File: src/rtl/cp0_stall_ctrl.sv
// CP0 hazard stall controller: turns the mfc0/mtc0 EPC distance code
// into a timed PC/IF-ID hold with ID/EX bubbles, plus a stall counter.
module cp0_stall_ctrl #(
    parameter int CNT_W = 16
) (
    input  logic             clk,
    input  logic             rst,
    input  logic [1:0]       cp0bubble,
    input  logic             pipe_freeze,
    input  logic             flush,
    output logic             pc_stall,
    output logic             ifid_stall,
    output logic             idex_bubble,
    output logic             busy,
    output logic [CNT_W-1:0] stall_cycles
);

    typedef enum logic {
        IDLE  = 1'b0,
        STALL = 1'b1
    } state_e;

    state_e           state_q, state_d;
    logic [1:0]       rem_q, rem_d;
    logic [CNT_W-1:0] cnt_q, cnt_d;
    logic             stall;
    logic             start;

    // Codes 1/2 need more stall cycles than the detection cycle itself.
    assign start = (cp0bubble == 2'd1) || (cp0bubble == 2'd2);

    always_comb begin
        state_d = state_q;
        rem_d   = rem_q;
        stall   = 1'b0;
        unique case (state_q)
            IDLE: begin
                stall = (cp0bubble != 2'd0) && !flush;
                if (start && !flush && !pipe_freeze) begin
                    state_d = STALL;
                    rem_d   = 2'd3 - cp0bubble;
                end
            end
            STALL: begin
                stall = !flush;
                if (flush) begin
                    state_d = IDLE;
                    rem_d   = 2'd0;
                end else if (!pipe_freeze) begin
                    rem_d = rem_q - 2'd1;
                    if (rem_q == 2'd1) begin
                        state_d = IDLE;
                    end
                end
            end
        endcase
    end

    always_comb begin
        cnt_d = cnt_q;
        if (stall && !pipe_freeze && (cnt_q != {CNT_W{1'b1}})) begin
            cnt_d = cnt_q + {{(CNT_W-1){1'b0}}, 1'b1};
        end
    end

    always_ff @(posedge clk) begin
        if (rst) begin
            state_q <= IDLE;
            rem_q   <= 2'd0;
            cnt_q   <= '0;
        end else begin
            state_q <= state_d;
            rem_q   <= rem_d;
            cnt_q   <= cnt_d;
        end
    end

    assign pc_stall     = stall;
    assign ifid_stall   = stall;
    assign idex_bubble  = stall;
    assign busy         = (state_q == STALL);
    assign stall_cycles = cnt_q;

endmodule

File: config.mk
export PLATFORM = sky130hd
export DESIGN_NAME = cp0_stall_ctrl
export DESIGN_NICKNAME = d
export VERILOG_FILES = /design/src/rtl/cp0_stall_ctrl.sv
export SDC_FILE = /design/constraint.sdc
export NUM_CORES = 1
export LEC_CHECK = 0
export ABC_AREA = 0
export CORE_MARGIN = 8
export CORE_UTILIZATION = 40
export DETAILED_ROUTE_END_ITERATION = 7
export PLACE_DENSITY_LB_ADDON = 0.05
export SLEW_MARGIN = 20
export SYNTH_ARGS = -nofsm -noshare
export SYNTH_HDL_FRONTEND = slang
export SYNTH_SLANG_ARGS = --single-unit
File: constraint.sdc
create_clock -name clk -period 3.4 [get_ports clk]
set_clock_uncertainty 0.1 [all_clocks]
set_input_delay 0.34 -clock clk [delete_from_list [all_inputs] [get_ports clk]]
set_output_delay 0.34 -clock clk [all_outputs]
set_load 0.03 [all_outputs]
==> qor.txt <==
gr usage total: 11.26%
CP startpoint kind: input pin
area of all sequential standard cells: 380.4 um2
number of diodes added for antenna fixing: 0
post-CTS sizing: 0
final hold violation count: 0
post-synthesis instance total: 124
Synth area leaders: sky130_fd_sc_hd__dfxtp_1 35%, sky130_fd_sc_hd__a21oi_1 7.0%, sky130_fd_sc_hd__or4_1 6.3%
leakage power: 0.4369 nW
most frequent CP cell: sky130_fd_sc_hd__clkdlybuf4s50_1
Post-Syn Nets: 133
post-layout instance area: 1345 um2
total via count after detailed routing: 1014
cell-by-cell trace of the critical path: clkdlybuf4s50_1 > inv_1 > ha_1 > a21oi_1 > clkdlybuf4s50_1
y dimension of the die: 67.78 um
status: finished, final reports clean
power per unit of standard cell area: 297.2 nW/um2
share of post-route cells with drive strength above 1: 10.34%
Critical Path Slowest Stage Cell: sky130_fd_sc_hd__clkdlybuf4s50_1
Max Used Layer: met4
last weighted congestion value of the routability-driven placer: 0.7037
count of state elements after synthesis: 19
amount of wire on met3 after detailed routing: 165 um
# H-tree levels: 1
area share of the largest cell type after synthesis: 35.47%
mean instance size in the synthesized netlist: 8.647 um2
Crit path arrival time: 2020 ps
via count of the first global-routing pass: 949
total of fill cells in the finished design: 248
die area: 4593 um2
wire length of the first global-routing pass: 4112 um
length of the first detailed-routing pass in iterations: 4
slew margin rel.: 44.62%
violation count after the first detailed-routing iteration: 32
insertion delay of the later-clocked pin in the worst-skew pair: 300 ps
largest fanout of any net on the critical path: 3
number of remaining DRC errors: 0
TritonCTS Sinks: 19
WL met1: 1131 um
count of standard-cell rows: 18
number of clock buffers inserted by TritonCTS: 3
timing-limited maximum frequency: 406.9 MHz
die outline width: 67.78 um
root buffer cell: sky130_fd_sc_hd__clkbuf_4
CTS tree: built
Worst Hold Class: flip-flop to flip-flop
final critical delay including setup and external delays: 2458 ps
number of vias per cell after detailed routing: 5.794
combined area of the multi-input logic cells: 624.3 um2
core utilization of the finished layout: 53.80%
floorplan core area: 2500 um2
post-detailed-placement half-perimeter wirelength: 1840 um
# port buffers: 25
GRT overflow: 0
Post-CTS Hold Buffers: 0
IR Drop Worst-Case VDD: 0.2034 mV
Unique masters post-synth: 41
number of antenna violations at the first check in global routing: 0
starting utilization of the core area: 42.89%
routed len/inst: 14.31 um
post-synthesis sequential area ratio: 35.47%
clock input transition at the sequential cells of the worst setup and hold paths: 120 ps
setup_tns: 0 ps
max-slew violations: 0
largest area contributor in the synthesized netlist: sky130_fd_sc_hd__dfxtp_1
Routed met2 length: 1189 um
Top-Level Pins: 26
CP required: 2960 ps
Setup Crit Path Kind: input pin to primary output
Worst-Margin Slew: 828.1 ps
number of maximum-capacitance violations: 0
CP peak stage delay: 720 ps
post-synthesis cell area: 1072 um2
post-placement cell area: 1319 um2
Layout Area Growth over Synthesis: 25.44%
setup violators final: 0
overall routed net length: 2505 um
unrepaired setup endpoints after global routing: no
element type at the critical path end: primary output
Net count, final: 155
Antenna Violating Nets Remaining: 0
post-route clock period utilization: 72.28%
total of warnings raised by yosys: 0
maximum number of pins on one net before global-route repair: 23
Post-CTS Setup Bufs: 0
buffer levels on the longest clock path: 2
## registers in the layout, summed over array words and instances, names as in the netlist
signal / flops
rem_q: 2
busy: 1
stall_cycles: 16
## worst max-delay path, delay by kind of cell
kind	cells	cell delay, ps
adders and majority gates	1	200
AOI/OAI and AO/OA	1	230
buffers and inverters	3	1250
## Yosys cell counts
master / n
sky130_fd_sc_hd__dfxtp_1: 19
sky130_fd_sc_hd__a21oi_1: 15
sky130_fd_sc_hd__or4_1: 9
sky130_fd_sc_hd__inv_1: 7
sky130_fd_sc_hd__nand2_1: 7
sky130_fd_sc_hd__o31ai_1: 7
sky130_fd_sc_hd__nand3_1: 4
sky130_fd_sc_hd__nor2_1: 4
sky130_fd_sc_hd__o21ai_0: 4
sky130_fd_sc_hd__and4_1: 3
sky130_fd_sc_hd__and4_4: 3
sky130_fd_sc_hd__buf_2: 3
sky130_fd_sc_hd__clkbuf_1: 3
sky130_fd_sc_hd__ha_1: 3
sky130_fd_sc_hd__nor2b_1: 3
sky130_fd_sc_hd__a211oi_1: 2
sky130_fd_sc_hd__buf_4: 2
sky130_fd_sc_hd__o311ai_0: 2
sky130_fd_sc_hd__o41ai_1: 2
sky130_fd_sc_hd__a221oi_1: 1
sky130_fd_sc_hd__a31oi_1: 1
sky130_fd_sc_hd__and2_1: 1
sky130_fd_sc_hd__and3_2: 1
sky130_fd_sc_hd__mux2_1: 1
sky130_fd_sc_hd__mux2_2: 1
sky130_fd_sc_hd__mux2i_1: 1
sky130_fd_sc_hd__nand2b_1: 1
sky130_fd_sc_hd__nand3_2: 1
sky130_fd_sc_hd__nand4_1: 1
sky130_fd_sc_hd__nand4_4: 1
sky130_fd_sc_hd__nor2_2: 1
sky130_fd_sc_hd__nor3_1: 1
sky130_fd_sc_hd__nor3b_1: 1
sky130_fd_sc_hd__nor4_1: 1
sky130_fd_sc_hd__o21a_1: 1
sky130_fd_sc_hd__o22ai_1: 1
sky130_fd_sc_hd__or2_2: 1
sky130_fd_sc_hd__or2b_2: 1
sky130_fd_sc_hd__or3_1: 1
sky130_fd_sc_hd__or3_2: 1
sky130_fd_sc_hd__or3b_2: 1
## power breakdown
group	internal, W	switching [W]	leakage [nW]
Combinational	0.0000209	0.0000285	0.268
Sequential	0.000226	0.00000308	0.154
Clock	0.0000457	0.0000753	0.0150
Total	0.000293	0.000107	0.437
## final timing paths
check / slack, ps / from / depth (start not counted) / to
min reg2reg: 400 / rem_q[1] / 2 / rem_q[1]
max reg2reg: 1360 / stall_cycles[0] / 5 / stall_cycles[14]
max: 940 / cp0bubble[0] / 5 / idex_bubble
min: 400 / rem_q[1] / 2 / rem_q[1]
## cells by family (layout without fill, tap and decap cells)
group	count (synthesis)	count (layout)	share of synthesized area, %
AO/OA/AOI/OAI	36	36	21.12
adder cells (fa/ha/maj)	3	3	3.501
buffers and inverters	15	36	6.301
flip-flops	19	19	35.47
multiplexers	3	3	3.034
AND/OR/NAND/NOR	48	48	30.58
## placed cells by master, fill, tap and decap left out, drive strengths merged, types with 3 or more instances in the layout
| cell type | n |
|---|---|
| nor2b | 3 |
| clkbuf | 4 |
| or4 | 9 |
| inv | 7 |
| clkdlybuf4s50 | 25 |
| dfxtp | 19 |
| a21oi | 15 |
| ha | 3 |
| nor2 | 5 |
| o31ai | 7 |
| and4 | 6 |
| nand2 | 7 |
| nand3 | 5 |
| o21ai | 4 |
## cell type report
cell class | instances | share of cell area (%)
multi-input cells | 90 | 46.42
flip-flops and latches | 19 | 28.28
repair buffers | 25 | 18.60
well taps | 30 | 2.791
clock buffers | 4 | 1.953
inverters | 7 | 1.953
## routing by layer
| metal | up-vias | track usage (%) |
|---|---|---|
| met2 | 21 | 19.53 |
| met1 | 477 | 12.70 |
| met3 | 2 | 4.139 |
| met5 | - | 0 |
| li1 | 514 | - |
| met4 | 0 | 3.069 |
## stage by stage
step / hold WS, ps / power (W) / instances / setup slack, ps
6_report: 401.4 / 0.0003998 / 175 / 942.4
5_1_grt: 428.6 / 0.0004179 / 175 / 838.2
4_1_cts: 396.0 / 0.0004065 / 175 / 923.0
3_5_place_dp: 375.5 / 0.0002840 / 171 / 780.0
3_3_place_gp: 366.4 / 0.0002836 / 171 / 865.8
2_1_floorplan: 319.3 / 0.0002662 / 124 / 1251
No activity file was read; power rests on OpenSTA's default activity.
==> patch 1: new RTL, same flow settings <==
Change the parameter `CNT_W` from 16 to 12.
--- a/src/rtl/cp0_stall_ctrl.sv
+++ b/src/rtl/cp0_stall_ctrl.sv
@@ -1,7 +1,7 @@
 // CP0 hazard stall controller: turns the mfc0/mtc0 EPC distance code
 // into a timed PC/IF-ID hold with ID/EX bubbles, plus a stall counter.
 module cp0_stall_ctrl #(
-    parameter int CNT_W = 16
+    parameter int CNT_W = 12
 ) (
     input  logic             clk,
     input  logic             rst,
Interface: changed (resized stall_cycles); port bits go from 26 to 22. No check against the original RTL was run, so the function may have changed too.
==> patch 1 against the unedited design <==
Worst setup slack gained 0.028 ns; highest routed layer unchanged; total power is 15% lower; via count shrank 20%; combinational power increased by 1%; fmax is 1.2% higher; largest power group unchanged; synthesized cell count decreased by 19%; critical path type unchanged; final area down 19%; routed wire length decreased by 23%; sequential power down 21%; area after synthesis is 21% lower; register-to-register slack gained 0.25 ns; sequential cell count down 4; largest cell class unchanged.
==> patch 1: results (changes against the unedited design) <==
- Wl on met1: 904 um (-20%)
- FFs w/ async S/R, synth: 0% (unchanged)
- Multi-input gates: 72 (-20%)
- Switching pwr: 91.0 uW (-15%)
- Register area: 300 um2 (-21%)
- Inverters excl. clock: 10 (+3)
- Met1 usage: 11.9% (-0.81 points)
- P_leak: 0.371 nW (-15%)
- Largest register FFs: 12 (-4)
- Wire per inst: 12.9 um (-10%)
- Core box area: 0.00198 mm2 (-21%)
- Placed instance area: 0.00107 mm2 (-19%)
- Post-DP HPWL: 1460 um (-20%)
- Fraction of area in multi-input gates: 44.5% (-1.9 points)
- Status: completed
- Core Util, Final: 55.3% (+1.5 points)
- Area contributors post-synth: dfxtp_1, a21oi_1, ha_1
- Dpl cells: 145 (-15%)
- Met2 wire length: 908 um (-24%)
- First-pass GRT wire length: 3310 um (-19%)
- Peak VDD IR: 0.176 mV (-14%)
- Synth cell count leaders: dfxtp_1, a21oi_1, inv_1
- Setup slack, reg-to-reg: 1.61 ns (+0.25 ns)
- # clock sinks: 15 (-4)
- Clock distribution power: 106 uW (-12%)
- Clock transition at path regs: 0.10 ns (-0.02 ns)
- ClkCell Share: 2.40% (+0.44 points)
- Fillers: 203 (-18%)
- Worst setup endpoint: ifid_stall
- Top Family by Delay on Critical Path: buffers and inverters
- Syn nets: 110 (-17%)
- Met3 Use GR: 3.41% (-0.73 points)
- Sequential logic power: 182 uW (-21%)
- Worst skew pair latency: 0.28 ns (-0.02 ns)
- Dpl ws: 0.967 ns (+0.187 ns)
- Non-Clock Buffer Count: 21 (-16%)
- 1st-iter DRT viols: 15 (-53%)
- Vias in the first global route: 765 (-19%)
- Cell variety after synth: 39 (-4.9%)
- NonClk Buf Share: 19.2% (+0.57 points)
- GRT Util Overall: 9.95% (-1.3 points)
- Final nets: 132 (-15%)
- Total wire length: 1920 um (-23%)
- Reg2reg end: stall_cycles[6]
patch 1: cell types whose count changed after synthesis, sizes merged, moves of 3 or more:
cell	delta
dfxtp	-4
or4	-7
and4	-4
a21oi	-5
o31ai	-4
nor3	+3
inv	+3
patch 1: cell families (layout without fill, tap and decap cells):
logic type / after synthesis / in the layout / synth area share [%]
multiplexers: 1 / 1 / 1.18
AND/OR/NAND/NOR: 37 / 37 / 28.5
adder cells (fa/ha/maj): 3 / 3 / 4.41
AO/OA/AOI/OAI: 31 / 31 / 23.2
buffers and inverters: 14 / 35 / 7.35
flip-flops: 15 / 15 / 35.3
patch 1: how the worst min path moves through the flow:
stage	start	to	slack (ns)	cells past startpoint
after floorplan	flush	busy	0.32	1
after global placement	rem_q[1]	rem_q[1]	0.36	2
after detailed placement	rem_q[1]	rem_q[1]	0.37	2
after CTS	rem_q[1]	rem_q[1]	0.39	2
after global routing	rem_q[1]	rem_q[1]	0.42	2
final	stall_cycles[10]	stall_cycles[10]	0.39	1
==> patch 2: new RTL, same settings <==
Made on the original files. Reset style: asynchronous (`rst`), changed in one clocked block.
--- a/src/rtl/cp0_stall_ctrl.sv
+++ b/src/rtl/cp0_stall_ctrl.sv
@@ -63,7 +63,7 @@
         end
     end
 
-    always_ff @(posedge clk) begin
+    always_ff @(posedge clk or posedge rst) begin
         if (rst) begin
             state_q <= IDLE;
             rem_q   <= 2'd0;
Function: differs if rst is asserted again (counterexample within 4 cycles, from zero or initial values and one cycle with rst high); with rst held inactive, the same outputs for 10 cycles.
==> patch 2 against the unedited design <==
Final area hardly changed; area after synthesis is 1.9% lower; global-route usage is 0.60 points higher; sequential cell count stayed put; routed wire length is 2.5% lower; count of clock-buffer cells in the layout stayed put; sequential share of layout area is 7.0 points higher; register-to-register slack better by 0.03 ns; synthesized cell count is 15% lower; worst setup slack worse by 0.090 ns; largest cell class unchanged; highest routed layer unchanged.
Power is not compared: it rests on default switching activity, and its combinational part moved more than twofold at a synthesized area within 25%.
==> patch 2: results (changes against the unedited design) <==
- # diodes: 0 (unchanged)
- Clock Tree Root: clkbuf_4
- Slew at the pin closest to its max-slew limit: 0.746 ns (-0.0824 ns)
- Dpl cells: 158 (-7.6%)
- Final nets: 142 (-8.4%)
- Setup slack, reg-to-reg: 1.39 ns (+0.03 ns)
- Peak VDD IR: between 0.3 and 0.4 mV
- Setup bufs post-CTS: 0 (unchanged)
- HP Class: in -> async
- Largest register FFs: 16 (unchanged)
- Cell variety after synth: 30 (-27%)
- Syn nets: 115 (-14%)
- Clock transition at path regs: about 0.11 ns
- Achievable Freq: 393 MHz (-3.5%)
- Sequential fraction of the synthesis area: 45.2% (+9.7 points)
- CTS buffer count: 3 (unchanged)
- Dpl ws: 0.831 ns (+0.0513 ns)
- Layout cells sized above 1: 8.33% (-2.0 points)
- Maximum number of pins on one net before global-route repair: 20 (-13%)
- Initial antenna violation count: 0 (unchanged)
- CP Launch Point: cp0bubble[0]
- # H-tree levels: 1 (unchanged)
- Via density: 5.52 (-4.8%)
- Slowest-stage cell, CP: clkdlybuf4s50_1
- Via Count: 894 (-12%)
- Synth warnings: 0 (unchanged)
- WP data arrival: 2.11 ns (+0.09 ns)
- IO Port Bufs: 25 (unchanged)
- Synth cell count leaders: dfrtp_1, xor2_1, nand2_1
- Status: completed
- Placed instance area: 0.00132 mm2 (about the same)
- Reg2reg end: stall_cycles[1]
- CP max FO: 3 (unchanged)
- Vias in the first global route: 924 (-2.6%)
- Area contributors post-synth: dfrtp_1, xor2_1, nor4_1
- Post-CTS sizing: 0 (unchanged)
- Drt pass-1 iters: 4 (unchanged)
- Top FF cell, synth: dfrtp_1
- Total wire length: 2440 um (-2.5%)
- Largest stage delay, worst path: 0.71 ns
- GPL Wtd Cong: 0.808 (+15%)
- RR Startpoint: stall_cycles[0]
- Post-DP HPWL: 1840 um (+0.10%)
- Mean Syn Cell Area: 9.93 um2 (+15%)
- GRT Util Overall: 11.9% (+0.60 points)
- 1st-iter DRT viols: 20 (-38%)
- Fillers: 259 (+4.4%)
- Clock Tree Buf Depth: 2 (unchanged)
- Worst skew pair latency: 0.30 ns (about the same)
- Top Family by Delay on Critical Path: buffers and inverters
- Worst reg2reg path depth: 5 (unchanged)
- First-pass GRT wire length: 4200 um (+2.0%)
- FFs w/ async S/R, synth: 100% (+100 points)
- Worst setup endpoint: pc_stall
## patch 2: cell type report
type                            instances  area share [%]
Multi-Input combinational cell         79            40.0
Sequential cell                        19            35.3
Timing Repair Buffer                   25            18.6
Tap cell                               30            2.79
Clock buffer                            4            1.95
Inverter                                5            1.39
## patch 2: worst min-delay path by stage
stage,slack (ns),end
after floorplan,0.19,busy
after global placement,0.40,stall_cycles[5]
after detailed placement,0.42,stall_cycles[6]
after CTS,0.37,rem_q[0]
after global routing,0.43,stall_cycles[0]
final,0.35,rem_q[1]
## patch 2: cells by family after synthesis
family                     synth area share [%]
and+or+nand+nor                            28.4
DFF                                        45.2
xor gates and xnor gates                   10.8
AOI/OAI and AO/OA                          5.11
buffers and inverters                      3.69
muxes                                      3.21
adders and majority gates                  3.57
## patch 2: metal layers
| metal | vias up | wire [um] | track usage (%) |
|---|---|---|---|
| met5 | - | 0 | 0 |
| met4 | 0 | 18 | 3.13 |
| met3 | 2 | 119 | 3.97 |
| met2 | 24 | 1280 | 22.2 |
| met1 | 432 | 1020 | 12.3 |
| li1 | 436 | - | - |
## patch 2: stage by stage
stage	hold slack, ns	power [mW]	utilization [%]
global route	0.427	0.811	54.3
CTS	0.366	0.770	54.3
detailed placement	0.417	0.651	53.3
floorplan	0.191	0.521	-
finish	0.354	0.759	54.3
global placement	0.403	0.643	53.3
## patch 2: worst reg2reg max path: stages (launching register included)
cell and delay (ns):
dfrtp_1 0.43, ha_1 0.27, nand3_1 0.18, nor4_4 0.50, nor2_1 0.14, mux2_2 0.29
## patch 2: power breakdown
| group | switching (mW) | leakage [nW] | internal (mW) |
|---|---|---|---|
| sequential | 0.0696 | 0.245 | 0.276 |
| clock | 0.0710 | 0.0150 | 0.0457 |
| combinational | 0.166 | 0.334 | 0.131 |
